**src/rtl/cordic_cmp_pkg.sv**
```systemverilog
// Shared types and helpers for the CORDIC comparator arbiter.
package cordic_cmp_pkg;

  localparam int CMP_W    = 32;
  localparam int ID_MAX_W = 8;

  typedef enum logic [1:0] {IDLE, EVAL, RESP} state_t;

  typedef struct packed {
    logic                gr;
    logic                lt;
    logic                eq;
    logic [ID_MAX_W-1:0] id;
  } cmp_result_t;

  // Flipping the MSB maps two's-complement order onto unsigned order.
  function automatic logic [CMP_W-1:0] sign_bias(input logic [CMP_W-1:0] v, input logic s);
    return v ^ {s, {(CMP_W-1){1'b0}}};
  endfunction

endpackage

```
**src/rtl/comparator32b.sv**
```systemverilog
// Unsigned 32-bit magnitude comparator.
module comparator32b (
  input  logic [31:0] a,
  input  logic [31:0] b,
  output logic        gr,
  output logic        lt,
  output logic        eq
);

  assign eq = (a == b);
  assign gr = (a > b);
  assign lt = ~gr & ~eq;

endmodule

```
**src/rtl/cordic_rr_arbiter.sv**
```systemverilog
// Combinational round-robin pick: first set request after ptr, wrapping.
module cordic_rr_arbiter #(
  parameter int NUM_REQ = 4,
  parameter int ID_W    = 2
) (
  input  logic [NUM_REQ-1:0] req,
  input  logic [ID_W-1:0]    ptr,
  input  logic               en,
  output logic [NUM_REQ-1:0] grant,
  output logic [ID_W-1:0]    idx
);

  // Scan farthest-to-nearest so the nearest requester after ptr wins.
  always_comb begin
    grant = '0;
    idx   = '0;
    if (en) begin
      for (int k = NUM_REQ; k >= 1; k--) begin
        if (req[(int'(ptr) + k) % NUM_REQ]) begin
          grant = '0;
          grant[(int'(ptr) + k) % NUM_REQ] = 1'b1;
          idx = ID_W'((int'(ptr) + k) % NUM_REQ);
        end
      end
    end
  end

endmodule

```
**src/rtl/cordic_cmp_arbiter.sv**
```systemverilog
// Time-shares one 32-bit comparator among NUM_REQ CORDIC clients with
// round-robin grant, a registered operand stage and a tagged response port.
module cordic_cmp_arbiter
  import cordic_cmp_pkg::*;
#(
  parameter int NUM_REQ = 4,
  parameter int ID_W    = 2,
  parameter int CNT_W   = 16
) (
  input  logic                            clk,
  input  logic                            rst,
  input  logic [NUM_REQ-1:0]              req_valid,
  output logic [NUM_REQ-1:0]              req_ready,
  input  logic [NUM_REQ-1:0][CMP_W-1:0]   req_a,
  input  logic [NUM_REQ-1:0][CMP_W-1:0]   req_b,
  input  logic [NUM_REQ-1:0]              req_signed,
  output logic                            rsp_valid,
  input  logic                            rsp_ready,
  output logic [ID_W-1:0]                 rsp_id,
  output logic                            rsp_gr,
  output logic                            rsp_lt,
  output logic                            rsp_eq,
  output logic                            busy,
  output logic [CNT_W-1:0]                cmp_count
);

  state_t             state;
  logic [ID_W-1:0]    rr_ptr;
  logic [ID_W-1:0]    win_idx;
  logic [NUM_REQ-1:0] grant;
  logic               accept_win;
  logic               accept;
  logic [CMP_W-1:0]   op_a;
  logic [CMP_W-1:0]   op_b;
  logic               op_s;
  logic [ID_W-1:0]    op_id;
  logic [CMP_W-1:0]   bias_a;
  logic [CMP_W-1:0]   bias_b;
  logic               c_gr;
  logic               c_lt;
  logic               c_eq;
  cmp_result_t        rsp_q;

  // Grants only while idle or while the pending result is being drained.
  assign accept_win = ~rst & ((state == IDLE) | ((state == RESP) & rsp_ready));
  assign accept     = |grant;
  assign req_ready  = grant;

  cordic_rr_arbiter #(.NUM_REQ(NUM_REQ), .ID_W(ID_W)) u_arb (
    .req   (req_valid),
    .ptr   (rr_ptr),
    .en    (accept_win),
    .grant (grant),
    .idx   (win_idx)
  );

  assign bias_a = sign_bias(op_a, op_s);
  assign bias_b = sign_bias(op_b, op_s);

  comparator32b u_cmp (
    .a  (bias_a),
    .b  (bias_b),
    .gr (c_gr),
    .lt (c_lt),
    .eq (c_eq)
  );

  always_ff @(posedge clk or posedge rst) begin
    if (rst) begin
      state     <= IDLE;
      rr_ptr    <= ID_W'(NUM_REQ - 1);
      op_a      <= '0;
      op_b      <= '0;
      op_s      <= 1'b0;
      op_id     <= '0;
      rsp_q     <= '0;
      rsp_valid <= 1'b0;
      cmp_count <= '0;
    end else begin
      case (state)
        IDLE: state <= accept ? EVAL : IDLE;
        EVAL: begin
          rsp_q.gr  <= c_gr;
          rsp_q.lt  <= c_lt;
          rsp_q.eq  <= c_eq;
          rsp_q.id  <= ID_MAX_W'(op_id);
          rsp_valid <= 1'b1;
          state     <= RESP;
        end
        RESP: begin
          if (rsp_ready) begin
            if (cmp_count != {CNT_W{1'b1}}) cmp_count <= cmp_count + 1'b1;
            rsp_valid <= 1'b0;
            state     <= accept ? EVAL : IDLE;
          end
        end
        default: state <= IDLE;
      endcase
      if (accept) begin
        op_a   <= req_a[win_idx];
        op_b   <= req_b[win_idx];
        op_s   <= req_signed[win_idx];
        op_id  <= win_idx;
        rr_ptr <= win_idx;
      end
    end
  end

  assign busy   = (state != IDLE);
  assign rsp_id = rsp_q.id[ID_W-1:0];
  assign rsp_gr = rsp_q.gr;
  assign rsp_lt = rsp_q.lt;
  assign rsp_eq = rsp_q.eq;

endmodule
```
**config.mk**
```make
export PLATFORM = sky130hd
export DESIGN_NAME = cordic_cmp_arbiter
export DESIGN_NICKNAME = d
export VERILOG_FILES = /design/src/rtl/cordic_cmp_pkg.sv /design/src/rtl/comparator32b.sv /design/src/rtl/cordic_rr_arbiter.sv /design/src/rtl/cordic_cmp_arbiter.sv
export SDC_FILE = /design/constraint.sdc
export NUM_CORES = 1
export LEC_CHECK = 0
export ABC_AREA = 1
export ABC_CLOCK_PERIOD_IN_PS = 4500
export CORE_MARGIN = 2
export CORE_UTILIZATION = 47
export CTS_CLUSTER_DIAMETER = 200
export DETAILED_ROUTE_END_ITERATION = 8
export HOLD_SLACK_MARGIN = 0.05
export PLACE_DENSITY_LB_ADDON = 0.12
export SLEW_MARGIN = 0
export SYNTH_ARGS = -nofsm -noshare
export SYNTH_HDL_FRONTEND = slang
export SYNTH_SLANG_ARGS = --single-unit
export TNS_END_PERCENT = 10
```
**constraint.sdc**
```tcl
create_clock -name clk -period 4.5 [get_ports clk]
set_input_delay 0.45 -clock clk [delete_from_list [all_inputs] [get_ports clk]]
set_output_delay 0.45 -clock clk [all_outputs]
set_load 0.005 [all_outputs]
```
# Word level (Yosys, flattened, before mapping)
# Cells that the tools add are included.
dict set report totals {
  reg_bits 93
  elab_cells 100
}
dict set report op_classes {
  muxes 41
  magnitude_cmp 10
  addsub 5
  n_eq_ne 5
  bitwise_logic 13
  reduce_logical 14
}
# cell count
set op_table {}
lappend op_table {{$bmux 32 s2} 2}
lappend op_table {{$mux 32} 2}
lappend op_table {{$xor 32x32->32} 2}
lappend op_table {{$eq 32x32->1} 1}
lappend op_table {{$gt 32x32->1} 1}
lappend op_table {{$mux 4} 5}
lappend op_table {{$add 16x1->16 const B} 1}
lappend op_table {{$lt 3x4->1 const B} 4}
lappend op_table {{$ne 16x16->1 const B} 1}
lappend op_table {{$mux 1} 15}
lappend op_table {{$ge 3x1->1 const B} 4}
lappend op_table {{$mux 2} 6}
lappend op_table {{$bmux 1 s2} 5}
lappend op_table {{$demux 1 s2} 4}
lappend op_table {{$reduce_or 2->1} 4}
lappend op_table {{$pmux 2 s3} 1}
lappend op_table {{$add 2x1->2 const B} 2}
lappend op_table {{$add 2x2->2 const B} 2}
lappend op_table {{$and 1x1->1 const A} 4}
lappend op_table {{$logic_and 1x1->1} 4}
lappend op_table {{$reduce_bool 2->1} 2}
lappend op_table {{$reduce_or 4->1} 1}
lappend op_table {{$and 1x1->1} 3}
lappend op_table {{$lt 2x3->1 const B} 1}
lappend op_table {{9 further kinds} 11}

# Logic depth before layout (Yosys ltp)
dict set report logic_depth {
  word_depth 16
  ltp_mapped 18
}

# Hierarchy
# Synthesis repeated with hierarchy kept, for this count alone.
dict set report hier_totals {
  cells_unflattened 1072
  hier_area_um2 7041.8
}
# module area_per_inst_um2 instances cells_each
set by_module_without_submodules {}
lappend by_module_without_submodules {cordic_cmp_arbiter 5649.2 1 836}
lappend by_module_without_submodules {comparator32b 902.1 1 146}
lappend by_module_without_submodules {cordic_rr_arbiter 490.5 1 90}

# Worst setup path before layout
# OpenSTA, ideal clock, no wires.
dict set report synth_path {
  kind {input-to-reg}
  startpoint {input port rst}
  endpoint {register op_a[0]}
  n_path_buf 2
  path_stages 13
  setup_time_ns 0.065
  required_time_ns 4.435
  t_arrival_ns 3.830
  path_slack_ns 0.605
  cell_sequence {inv_1 > nand3_1 > inv_1 > o21ai_0 > inv_1 > nand2_1 > nand2_1 > inv_2 > nand2_2 > buf_4 > buf_6 > nand2_1 > nand2_1}
}
dict set report synth_between {
  elab_chain_len 5
}
# element line_no
set synth_rtl {}
lappend synth_rtl {{from (decl)} cordic_cmp_arbiter.sv:11} ;# input logic rst,
lappend synth_rtl {{$not 1->1 *} cordic_cmp_arbiter.sv:45} ;# assign accept_win = ~rst & ((state == IDLE) | ((state == RESP) & rsp_ready));
lappend synth_rtl {{$and 1x1->1 *} cordic_cmp_arbiter.sv:45}
lappend synth_rtl {{$mux 2} cordic_rr_arbiter.sv:17} ;# if (en) begin
lappend synth_rtl {{$bmux 32 s2} cordic_cmp_arbiter.sv:100} ;# op_a <= req_a[win_idx];
lappend synth_rtl {{$mux 32 (implied by the code)} cordic_cmp_arbiter.sv:100}
lappend synth_rtl {{to (signal assigned)} cordic_cmp_arbiter.sv:100}
lappend synth_rtl {{to (decl)} cordic_cmp_arbiter.sv:33} ;# logic [CMP_W-1:0] op_a;
# Every way passes the cells marked *; elsewhere a longest branch is shown, timed or not. The select of a mux whose other input is x is not followed.
# A chain may end at the register's enable or synchronous reset.

# Final worst setup path
dict set report layout_path {
  startpoint {register rr_ptr[0]}
  endpoint {register op_b[23]}
}
dict set report layout_between {
  elab_chain_len 13
}
# element line_no
set layout_rtl {}
lappend layout_rtl {{from (decl)} cordic_cmp_arbiter.sv:28} ;# logic [ID_W-1:0] rr_ptr;
lappend layout_rtl {{from (signal assigned)} cordic_cmp_arbiter.sv:71} ;# rr_ptr <= ID_W'(NUM_REQ - 1);
lappend layout_rtl {{from (signal assigned)} cordic_cmp_arbiter.sv:104} ;# rr_ptr <= win_idx;
lappend layout_rtl {{$add 2x1->2} {cordic_rr_arbiter.sv:19, cordic_rr_arbiter.sv:21, cordic_rr_arbiter.sv:22}}
lappend layout_rtl {{$reduce_or 2->1 (no source line)} -}
lappend layout_rtl {{$and 1x1->1 (no source line)} -}
lappend layout_rtl {{$lt 3x4->1 (implied by the code) or $ge 3x1->1 (tied branches)} cordic_rr_arbiter.sv:21} ;# grant[(int'(ptr) + k) % NUM_REQ] = 1'b1;
lappend layout_rtl {{$logic_and 1x1->1 (implied by the code)} cordic_rr_arbiter.sv:21}
lappend layout_rtl {{$mux 1 (implied by the code)} cordic_rr_arbiter.sv:21}
lappend layout_rtl {{$demux 1 s2} -}
lappend layout_rtl {{$mux 4 (4 in a row)} cordic_rr_arbiter.sv:19} ;# if (req[(int'(ptr) + k) % NUM_REQ]) begin
lappend layout_rtl {{$mux 4} cordic_rr_arbiter.sv:17}
lappend layout_rtl {{$reduce_or 4->1} cordic_cmp_arbiter.sv:46} ;# assign accept = |grant;
lappend layout_rtl {{to (signal assigned)} cordic_cmp_arbiter.sv:101} ;# op_b <= req_b[win_idx];
lappend layout_rtl {{to (decl)} cordic_cmp_arbiter.sv:34} ;# logic [CMP_W-1:0] op_b;
# Several ways; a longest one is shown, not always the timed one. The select of a mux whose other input is x is not followed.

==> impl_metrics.yaml <==
setup_path:
  timing.critical_path.required_ns: 4.74
  critical_path_peak_fanout: 71
  timing.critical_path.arrival_ns: 3.58
  startpoint_of_the_lowest_slack_register_to_register_path: "rr_ptr[0]$_DFFE_PP1P_"
  critical_path.startpoint_type: "flop"
  endpoint_kind: "flop"
  worstSetupStartpoint: "rr_ptr[0]$_DFFE_PP1P_"
  critical_path_class: "flop to flop"
clock_tree:
  clk_root_buffer_cell: "sky130_fd_sc_hd__clkbuf_16"
  cts_buffers: 9
  postCtsSetupRepairBufs: 0
  tritoncts: "yes"
  cts.repair.resized: 0
  clock_insertion_delay_worst_skew_ns: 0.35
  level_count_of_the_clock_h_tree: 3
  ctsHoldBuffers: 0
  path_clk_slew_ns: 0.06
  clock_sink_count: 93
  cts.path.max_buffers: 2
min_path:
  min_path_type: "input pin to async pin"
floorplan:
  core-area_um2: 17400
  io_pins: 294
  design.die.area_um2: 19000
  initial_utilization_pct: 48.4
  number_of_rows_in_the_core_area: 48
  fp.dieW_um: 138
  die_height_um: 138
yosys:
  synthDominantCellAreaShare_pct: 27.0
  synth_largest_area_cell: "sky130_fd_sc_hd__dfrtp_1"
  synth_top_cells_by_area: "sky130_fd_sc_hd__dfrtp_1, sky130_fd_sc_hd__nand2_1, sky130_fd_sc_hd__nand3_1"
  synth.yosys.seq_area_share_pct: 27.7
  synth_cell_types: 26
  ys_async_sr_fraction_pct: 100
  syn_area_um2: 8430
  synth.most_common_cell: "sky130_fd_sc_hd__nand2_1"
  postSynthCellCount: 1421
  synth_flop_cell: "sky130_fd_sc_hd__dfrtp_1"
  ys.warnings.count: 0
  synth.ff_latch_count: 93
  syn-mean-instance-area_um2: 5.93
  synth.top_cells.by_count: "sky130_fd_sc_hd__nand2_1, sky130_fd_sc_hd__inv_1, sky130_fd_sc_hd__nand3_1"
  synth-edff-count: 0
  synth.net_count: 1728
placed_design:
  dp_worst_setup_slack_ns: 1.14
  detailedPlacementHpwl_um: 18700
  port-buffer-count: 293
  gp_congestion: 0.899
finish:
  total_nets_final: 1966
  drive_gt1_share_pct: 2.76
  areaGrowthSynthToFinish_pct: 37.6
  finish.utilization_pct: 66.6
power:
  switchingPower_mw: 3.02
  share_clk_of_total_power_pct: 11.8
  share_seq_of_total_power_pct: 24.5
  power.switching_fraction_pct: 49.5
  power_per_cell_area_nw_per_um2: 525
  p_leak_nw: 6.68
  share_comb_of_total_power_pct: 63.7
  irDropWorstVdd_mv: 0.782
  power_report.internal_total_mw: 3.07
route:
  drt_first_iter_violations: 641
  totalWireLength_um: 25400
  route.detailed.wl_per_inst_um: 13.4
  route.vias.total: 9283
  dr.pass1.iters: 5
  avgViaCountPerCell: 4.91
  detail-route-antenna-nets: 0
  drt_drc_violations_left: 0
sta:
  max_transition_margin_pct: 15.3
  rsz0062_at_grt: "no"
  setup_viol: 0
  hold_violations: 0
  finalCritPeriodShare_pct: 74.3
  final_worst_slack_ns: 1.16
  finalSetupTns_ns: 0
  post-route-min-period_ns: 3.34
  slew_viol_final: 0
  fin_worst_skew_ns: 0.0103
  achievable-frequency_mhz: 299
  worst_pin_slew_ns: 1.27
grt:
  global_route.overflow_total: 0
  grt_max_degree: 131
  grt_usage_pct: 27.1
  first_global_vias: 8846
  grt_pass1_wl_um: 41100
  antenna_found_initial: 2
outcome:
  result_of_the_run: "finished clean"
flow_run:
  number_of_maximum_capacitance_violations: 0
==> per-stage QoR <==
stage	cell area, µm²	total power [mW]	cells	hold WS, ns
after floorplan	8430	4.37	1421	0.449
after global placement	11300	5.29	1873	0.459
after detailed placement	11300	5.40	1873	0.464
after CTS	11600	6.14	1889	0.338
after global routing	11600	6.75	1891	0.343
final	11600	6.09	1891	0.339
==> per-layer routing <==
metal  track usage [%]  wire length [µm]  vias up  part of all wire (%)
met5                 0                 0        -                     0
met4              11.0               939        0                   3.7
met3              5.19              1290       65                   5.1
met2              49.8             13200      288                    52
met1              30.8              9920     4174                    39
li1                  -                 -     4756                     -
==> area by class of cell <==
cell class / count / area (µm²)
Antenna cell: 2 / 5.00
Clock buffer: 14 / 264
Clock inverter: 2 / 10.0
Fill cell: 1683 / 5820
Inverter: 339 / 1280
Multi-Input combinational cell: 915 / 4410
Sequential cell: 93 / 2330
Tap cell: 225 / 282
Timing Repair Buffer: 301 / 3020
==> critical path, stage by stage, from the launching register on <==
cell and delay (ns):
sky130_fd_sc_hd__dfstp_2 0.68, sky130_fd_sc_hd__inv_4 0.10, sky130_fd_sc_hd__ha_1 0.36, sky130_fd_sc_hd__inv_1 0.12, sky130_fd_sc_hd__nand3_1 0.11, sky130_fd_sc_hd__nand2_2 0.14
sky130_fd_sc_hd__nand2_1 0.06, sky130_fd_sc_hd__nor2_1 0.23, sky130_fd_sc_hd__nor2_4 0.08, sky130_fd_sc_hd__nand2_4 0.53, sky130_fd_sc_hd__buf_12 0.32, sky130_fd_sc_hd__nand2_1 0.08
sky130_fd_sc_hd__nand3_1 0.10, sky130_fd_sc_hd__nand2_1 0.09, sky130_fd_sc_hd__nand2_1 0.07, sky130_fd_sc_hd__nand2_1 0.06
==> flip-flops by register name, indices dropped and copies added, names as in the netlist <==
register   count
rsp_eq         1
op_b          32
rsp_id         2
rr_ptr         2
op_a          32
cmp_count     16
rsp_lt         1
op_id          2
rsp_gr         1
state          2
op_s           1
rsp_valid      1
==> power by group through the flow <==
| stage | Sequential [mW] | Combinational [mW] | Clock [mW] |
|---|---|---|---|
| global route | 1.54 | 4.44 | 0.763 |
| finish | 1.49 | 3.88 | 0.718 |
| detailed placement | 1.50 | 3.90 | 0 |
| global placement | 1.50 | 3.79 | 0 |
| CTS | 1.49 | 3.92 | 0.729 |
| floorplan | 1.42 | 2.95 | 0 |
==> cells by family after synthesis <==
family	after synthesis	share of synthesized area, %
and+or+nand+nor	818	42.0
buffers and inverters	413	20.2
DFF	93	27.7
AOI/OAI and AO/OA	40	2.47
adders and majority gates	40	5.94
xor gates and xnor gates	17	1.77
==> layout by cell type, fill, tap and decap left out, types with 3 or more instances in the layout <==
cell                                n
sky130_fd_sc_hd__nand2_2            4
sky130_fd_sc_hd__xor2_1            11
sky130_fd_sc_hd__a21oi_1           21
sky130_fd_sc_hd__nand2_1          484
sky130_fd_sc_hd__ha_1              40
sky130_fd_sc_hd__inv_2              5
sky130_fd_sc_hd__nand4_1           10
sky130_fd_sc_hd__nand2_4            4
sky130_fd_sc_hd__buf_4              6
sky130_fd_sc_hd__nand3_2            5
sky130_fd_sc_hd__o211ai_1           3
sky130_fd_sc_hd__xnor2_1            6
sky130_fd_sc_hd__nand3_1          280
sky130_fd_sc_hd__nor3_1             7
sky130_fd_sc_hd__nor2_1            19
sky130_fd_sc_hd__clkbuf_1           3
sky130_fd_sc_hd__o21ai_0           16
sky130_fd_sc_hd__dfrtp_1           91
sky130_fd_sc_hd__clkdlybuf4s50_1  293
sky130_fd_sc_hd__inv_1            332
sky130_fd_sc_hd__clkbuf_16          9
sky130_fd_sc_hd__nor2_4             3
==> path summary, 6_finish.rpt <==
| kind | slack [ns] | to | cells past startpoint |
|---|---|---|---|
| worst min register to register | 0.47 | rsp_id[0]$_DFFE_PP0P_ | 2 |
| max in group asynchronous | 2.87 | op_a[3]$_DFFE_PP0P_ | 3 |
| worst max-delay path | 1.16 | op_b[23]$_DFFE_PP0P_ | 15 |
| min in group clk | 0.47 | rsp_id[0]$_DFFE_PP0P_ | 2 |
| worst min-delay path | 0.34 | rsp_id[0]$_DFFE_PP0P_ | 2 |
| worst max register to register | 1.16 | op_b[23]$_DFFE_PP0P_ | 15 |
Note: power is estimated with default switching activity, not from simulation.
